File: src/rtl/reorder_buffer.sv
// In-order retirement buffer: allocates tags, captures CDB results,
// retires the head into the register file and flushes on mispredict.
module reorder_buffer #(
    parameter int DEPTH  = 8,
    parameter int IX_W   = 3,
    parameter int DATA_W = 32
) (
    input  logic                       clk_in,
    input  logic                       rst_n_in,
    input  logic                       alloc_valid_in,
    input  logic [4:0]                 alloc_rd_in,
    input  logic                       alloc_branch_in,
    output logic                       alloc_ready_out,
    output logic [IX_W-1:0]            alloc_ix_out,
    input  logic                       cdb_valid_in,
    input  logic [IX_W-1:0]            cdb_ix_in,
    input  logic [DATA_W-1:0]          cdb_data_in,
    input  logic                       cdb_mispredict_in,
    input  logic [IX_W-1:0]            lookup_ix1_in,
    input  logic [IX_W-1:0]            lookup_ix2_in,
    output logic                       lookup_ready1_out,
    output logic                       lookup_ready2_out,
    output logic [DATA_W-1:0]          lookup_data1_out,
    output logic [DATA_W-1:0]          lookup_data2_out,
    output logic                       commit_we_out,
    output logic [4:0]                 commit_wa_out,
    output logic [DATA_W-1:0]          commit_wd_out,
    output logic [IX_W-1:0]            commit_ix_out,
    output logic                       flush_out,
    output logic [DEPTH-1:0][4:0]      flush_addrs_out
);

    localparam logic [IX_W:0]   FULL = (IX_W+1)'(DEPTH);
    localparam logic [IX_W-1:0] ONE  = IX_W'(1);

    logic [DEPTH-1:0]              valid_q, valid_d;
    logic [DEPTH-1:0]              done_q, done_d;
    logic [DEPTH-1:0]              br_q, br_d;
    logic [DEPTH-1:0]              mp_q, mp_d;
    logic [DEPTH-1:0][4:0]         rd_q, rd_d;
    logic [DEPTH-1:0][DATA_W-1:0]  val_q, val_d;
    logic [IX_W-1:0]               head_q, head_d;
    logic [IX_W-1:0]               tail_q, tail_d;
    logic [IX_W:0]                 count_q, count_d;

    logic                          we_q, we_d;
    logic [4:0]                    wa_q, wa_d;
    logic [DATA_W-1:0]             wd_q, wd_d;
    logic [IX_W-1:0]               cix_q, cix_d;
    logic                          flush_q, flush_d;
    logic [DEPTH-1:0][4:0]         faddr_q, faddr_d;

    logic head_rdy;
    logic flush_pending;
    logic alloc_fire;

    assign head_rdy        = valid_q[head_q] && done_q[head_q];
    assign flush_pending   = head_rdy && mp_q[head_q];
    assign alloc_ready_out = (count_q < FULL) && !flush_pending;
    assign alloc_ix_out    = tail_q;
    assign alloc_fire      = alloc_valid_in && alloc_ready_out;

    assign commit_we_out   = we_q;
    assign commit_wa_out   = wa_q;
    assign commit_wd_out   = wd_q;
    assign commit_ix_out   = cix_q;
    assign flush_out       = flush_q;
    assign flush_addrs_out = faddr_q;

    // Operand lookup 1: CDB bypass first, then completed entry value
    always_comb begin
        lookup_ready1_out = 1'b0;
        lookup_data1_out  = '0;
        if (cdb_valid_in && (cdb_ix_in == lookup_ix1_in)) begin
            lookup_ready1_out = 1'b1;
            lookup_data1_out  = cdb_data_in;
        end else if (valid_q[lookup_ix1_in] && done_q[lookup_ix1_in]) begin
            lookup_ready1_out = 1'b1;
            lookup_data1_out  = val_q[lookup_ix1_in];
        end
    end

    // Operand lookup 2: same priority as lookup 1
    always_comb begin
        lookup_ready2_out = 1'b0;
        lookup_data2_out  = '0;
        if (cdb_valid_in && (cdb_ix_in == lookup_ix2_in)) begin
            lookup_ready2_out = 1'b1;
            lookup_data2_out  = cdb_data_in;
        end else if (valid_q[lookup_ix2_in] && done_q[lookup_ix2_in]) begin
            lookup_ready2_out = 1'b1;
            lookup_data2_out  = val_q[lookup_ix2_in];
        end
    end

    // Next state: CDB capture, allocation at tail, retire or flush at head
    always_comb begin
        valid_d = valid_q;
        done_d  = done_q;
        br_d    = br_q;
        mp_d    = mp_q;
        rd_d    = rd_q;
        val_d   = val_q;
        head_d  = head_q;
        tail_d  = tail_q;
        count_d = count_q;
        we_d    = 1'b0;
        wa_d    = '0;
        wd_d    = '0;
        cix_d   = '0;
        flush_d = 1'b0;
        faddr_d = '0;

        // Results arriving during a flush target entries being discarded
        if (cdb_valid_in && valid_q[cdb_ix_in] && !flush_pending) begin
            done_d[cdb_ix_in] = 1'b1;
            val_d[cdb_ix_in]  = cdb_data_in;
            mp_d[cdb_ix_in]   = cdb_mispredict_in && br_q[cdb_ix_in];
        end

        if (alloc_fire) begin
            valid_d[tail_q] = 1'b1;
            done_d[tail_q]  = 1'b0;
            mp_d[tail_q]    = 1'b0;
            br_d[tail_q]    = alloc_branch_in;
            rd_d[tail_q]    = alloc_rd_in;
            tail_d          = tail_q + ONE;
        end

        if (head_rdy) begin
            valid_d[head_q] = 1'b0;
            head_d          = head_q + ONE;
            cix_d           = head_q;
            if (flush_pending) begin
                flush_d = 1'b1;
                for (int i = 0; i < DEPTH; i++) begin
                    if (valid_q[i] && (IX_W'(i) != head_q)) begin
                        faddr_d[i] = rd_q[i];
                    end
                end
                valid_d = '0;
                tail_d  = head_q + ONE;
            end else if (rd_q[head_q] != 5'd0) begin
                we_d = 1'b1;
                wa_d = rd_q[head_q];
                wd_d = val_q[head_q];
            end
        end

        if (flush_pending) begin
            count_d = '0;
        end else if (alloc_fire && !head_rdy) begin
            count_d = count_q + 1'b1;
        end else if (!alloc_fire && head_rdy) begin
            count_d = count_q - 1'b1;
        end
    end

    // State and registered outputs, cleared immediately on reset
    always_ff @(posedge clk_in or negedge rst_n_in) begin
        if (!rst_n_in) begin
            valid_q <= '0;
            done_q  <= '0;
            br_q    <= '0;
            mp_q    <= '0;
            rd_q    <= '0;
            val_q   <= '0;
            head_q  <= '0;
            tail_q  <= '0;
            count_q <= '0;
            we_q    <= 1'b0;
            wa_q    <= '0;
            wd_q    <= '0;
            cix_q   <= '0;
            flush_q <= 1'b0;
            faddr_q <= '0;
        end else begin
            valid_q <= valid_d;
            done_q  <= done_d;
            br_q    <= br_d;
            mp_q    <= mp_d;
            rd_q    <= rd_d;
            val_q   <= val_d;
            head_q  <= head_d;
            tail_q  <= tail_d;
            count_q <= count_d;
            we_q    <= we_d;
            wa_q    <= wa_d;
            wd_q    <= wd_d;
            cix_q   <= cix_d;
            flush_q <= flush_d;
            faddr_q <= faddr_d;
        end
    end

endmodule

File: config.mk
export PLATFORM = sky130hd
export DESIGN_NAME = reorder_buffer
export DESIGN_NICKNAME = d
export VERILOG_FILES = /design/src/rtl/reorder_buffer.sv
export SDC_FILE = /design/constraint.sdc
export NUM_CORES = 1
export LEC_CHECK = 0
export ABC_CLOCK_PERIOD_IN_PS = 2900
export CORE_MARGIN = 3
export CORE_UTILIZATION = 30
export CTS_BUF_LIST = sky130_fd_sc_hd__clkbuf_8
export CTS_CLUSTER_DIAMETER = 50
export DETAILED_ROUTE_END_ITERATION = 6
export SYNTH_ARGS = -nofsm -noshare
export SYNTH_HDL_FRONTEND = slang
export SYNTH_SLANG_ARGS = --single-unit
File: constraint.sdc
create_clock -name clk_in -period 2.9 [get_ports clk_in]
set_input_delay 0.29 -clock clk_in [delete_from_list [all_inputs] [get_ports clk_in]]
set_output_delay 0.29 -clock clk_in [all_outputs]
set_load 0.01 [all_outputs]
==> impl_metrics.env <==
export IMPL_start_kind="register"
export IMPL_syn_area_sq_mm=0.0231
export IMPL_slowest_delay_ns=0.50
export IMPL_drive_above_1_share_pct=46.2
export IMPL_antenna_left=0
export IMPL_clk_latency_ns=0.67
export IMPL_postSynthAreaPerCell_sq_um=13.2
export IMPL_h_tree_depth=3
export IMPL_floorplan_initialDensity_pct=30.4
export IMPL_slew_violations=0
export IMPL_total_power_uw=27600
export IMPL_place_gp_congestion=0.874
export IMPL_crit_type="reg -> out"
export IMPL_grt_usage_pct=20.4
export IMPL_synth_area_leaders="dfrtp_1 45%, mux2_2 17%, mux4_2 14%"
export IMPL_io_buffers=203
export IMPL_dpl_hpwl_mm=55.1
export IMPL_grt_ovfl_total=0
export IMPL_fin_crit_ns=3.05
export IMPL_worst_pin_slew_ns=0.936
export IMPL_cp_slowest_cell="mux4_2"
export IMPL_end_kind="output port"
export IMPL_hold_viol=0
export IMPL_num_nets_final=2114
export IMPL_synth_edf_count=0
export IMPL_cts_buffers=71
export IMPL_setup_viol=34
export IMPL_crit_required_ns=2.61
export IMPL_peakVddDrop_mv=0.366
export IMPL_worst_hold_slack_ns=0.222
export IMPL_die_area_sq_mm=0.0804
export IMPL_layout_cells_non_filler=3140
export IMPL_vias=17600
export IMPL_violations="setup timing"
export IMPL_syn_nets=1818
export IMPL_worstPathArrival_ns=2.76
export IMPL_antenna_found_initial=6
export IMPL_cellLeakagePower_uw=0.0129
export IMPL_core_area_sq_mm=0.0761
export IMPL_synthDominantCellAreaShare_pct=45.5
export IMPL_cts_root_buf="clkbuf_8"
export IMPL_fin_skew_ns=0.0364
export IMPL_grt_setup_unrepaired="yes"
export IMPL_fmax_mhz=328
export IMPL_hold_path_class="in -> async"
export IMPL_fp_dieH_um=284
export IMPL_first_global_vias=18500
export IMPL_synth_area_leader_cell="dfrtp_1"
export IMPL_viasPerCell=5.61
export IMPL_slew_headroom_pct=37.4
export IMPL_routedWlPerCell_um=26.7
export IMPL_cts_path_max_buffers=3
export IMPL_drv_cap=0
export IMPL_power_density_mw_per_mm2=923
export IMPL_fp_dieW_um=284
export IMPL_cp_top_family="buffers and inverters"
export IMPL_clock_sinks=420
export IMPL_netlist_top_cells_count="420 x dfrtp_1, 348 x mux2_2, 146 x mux4_2"
export IMPL_synth_seq_cells=420
export IMPL_area_delta_synth_final_pct=29.4
export IMPL_cts_clk_slew_worst_paths_ns=0.06
export IMPL_path_cells="nand2_1 -> mux4_2 -> nor2_4 -> a21oi_4 -> buf_12 -> buf_8 -> buf_16 -> o31ai_4 -> buf_2"
export IMPL_crit_fanout=5
export IMPL_drtPass1Iterations=5
export IMPL_rows=101
export IMPL_cts_tree="built"
export IMPL_grt_max_degree=78
export IMPL_crit_buf_inv=4
export IMPL_drc=0
export IMPL_place_inst=2975
export IMPL_routed_wl_mm=83.9
export IMPL_grt_pass1_wl_mm=124
export IMPL_ys_async_sr_fraction_pct=100
export IMPL_drt_initial_drc_count=1635
export IMPL_synth_cell_type_count=63
export IMPL_syn_instance_count=1756
export IMPL_place_ws_ns=-0.392
export IMPL_finalCritPeriodShare_pct=105
export IMPL_yosysSeqAreaShare_pct=45.5
export IMPL_ys_warn_count=0
export IMPL_setup_slack_ns=-0.146
export IMPL_ios=204
export IMPL_status="complete, but fails checks"
export IMPL_yosysMostFrequentCell="dfrtp_1"
export IMPL_synth_ff_type="dfrtp_1"
registers in the layout (all words and copies together) (netlist names):
name,flops
head_q,3
flush_addrs_out,40
commit_we_out,1
valid_q,8
commit_wa_out,5
val_q,256
commit_ix_out,3
done_q,8
flush_out,1
mp_q,8
alloc_ix_out,3
commit_wd_out,32
br_q,8
rd_q,40
count_q,4
through the flow:
stage / setup TNS (ns) / utilization, % / area (sq um)
2_1_floorplan: 0 / - / 23100
3_3_place_gp: -1.74 / 35.9 / 27300
3_5_place_dp: -0.704 / 35.9 / 27300
4_1_cts: -3.28 / 39.0 / 29600
5_1_grt: -3.73 / 39.3 / 29900
6_report: -1.78 / 39.3 / 29900
metal layers:
layer	track usage, %	part of all wire, %
met2	32.3	47
met3	5.19	8.0
met1	25.8	40
met5	0	0.041
met4	10.7	4.8
power by group:
| part | internal (uW) | switching [uW] |
|---|---|---|
| sequential | 7960 | 2150 |
| clock | 2740 | 2570 |
| combinational | 6180 | 6000 |
| total | 16900 | 10700 |
final timing paths:
kind | endpoint | start | cells past startpoint | slack [ns]
max | lookup_data1_out[4] | valid_q[0] | 9 | -0.15
min | commit_wd_out[16] | rst_n_in | 2 | 0.22
max reg2reg | count_q[3] | head_q[1] | 11 | -0.02
min reg2reg | flush_addrs_out[37] | rd_q[37] | 1 | 0.50
max in group asynchronous | val_q[41] | rst_n_in | 3 | 1.79
min in group clk_in | br_q[1] | alloc_branch_in | 2 | 0.44
area by class of cell:
class / count / area, sq um
flip-flops and latches: 420 / 10500
fillers: 7190 / 46200
well taps: 1030 / 1290
inverters: 19 / 83.8
multi-input cells: 1145 / 12700
clock buffers: 84 / 1160
clock inverters: 44 / 238
repair buffers: 395 / 3930
diodes: 3 / 7.51
cells in the final DEF, fill, tap and decap left out, types with 9 or more instances in the layout:
master / synthesis / final
dfrtp_1: 420 / 416
mux2_2: 348 / 348
mux4_2: 146 / 146
clkdlybuf4s50_1: 0 / 129
buf_4: 20 / 125
nand2_1: 117 / 115
mux2i_1: 93 / 93
clkbuf_8: 0 / 84
buf_2: 30 / 51
o31ai_4: 0 / 49
and2_1: 46 / 46
inv_1: 17 / 42
buf_12: 0 / 42
nor2_1: 44 / 41
o22ai_1: 40 / 40
buf_6: 6 / 36
o221ai_1: 33 / 32
a21oi_1: 28 / 23
o21ai_0: 19 / 18
a211oi_1: 19 / 18
nand3_1: 13 / 13
o31ai_2: 0 / 12
a21oi_4: 6 / 10
a221oi_1: 11 / 10
a31oi_1: 10 / 9
clkinv_2: 0 / 9
cell families (layout without fill, tap and decap cells):
kind of cell / Yosys count / in the layout / synth area share [%]
buffers and inverters: 192 / 542 / 3.81
flip-flops: 420 / 420 / 45.5
adder cells (fa/ha/maj): 10 / 10 / 0.574
multiplexers: 595 / 595 / 35.6
AND/OR/NAND/NOR: 260 / 260 / 5.48
AO/OA/AOI/OAI: 270 / 271 / 8.69
other: 0 / 3 / 0
XOR/XNOR: 9 / 9 / 0.341
repair_timing:
action,CTS,global route
hold buffers,1,0
gates cloned,5,0
buffers inserted,33,7
pin swaps,37,24
setup endpoints to repair,68,96
gates resized for setup,443,39
endpoints found under the hold margin,69,0
(Power assumes the default switching activity.)
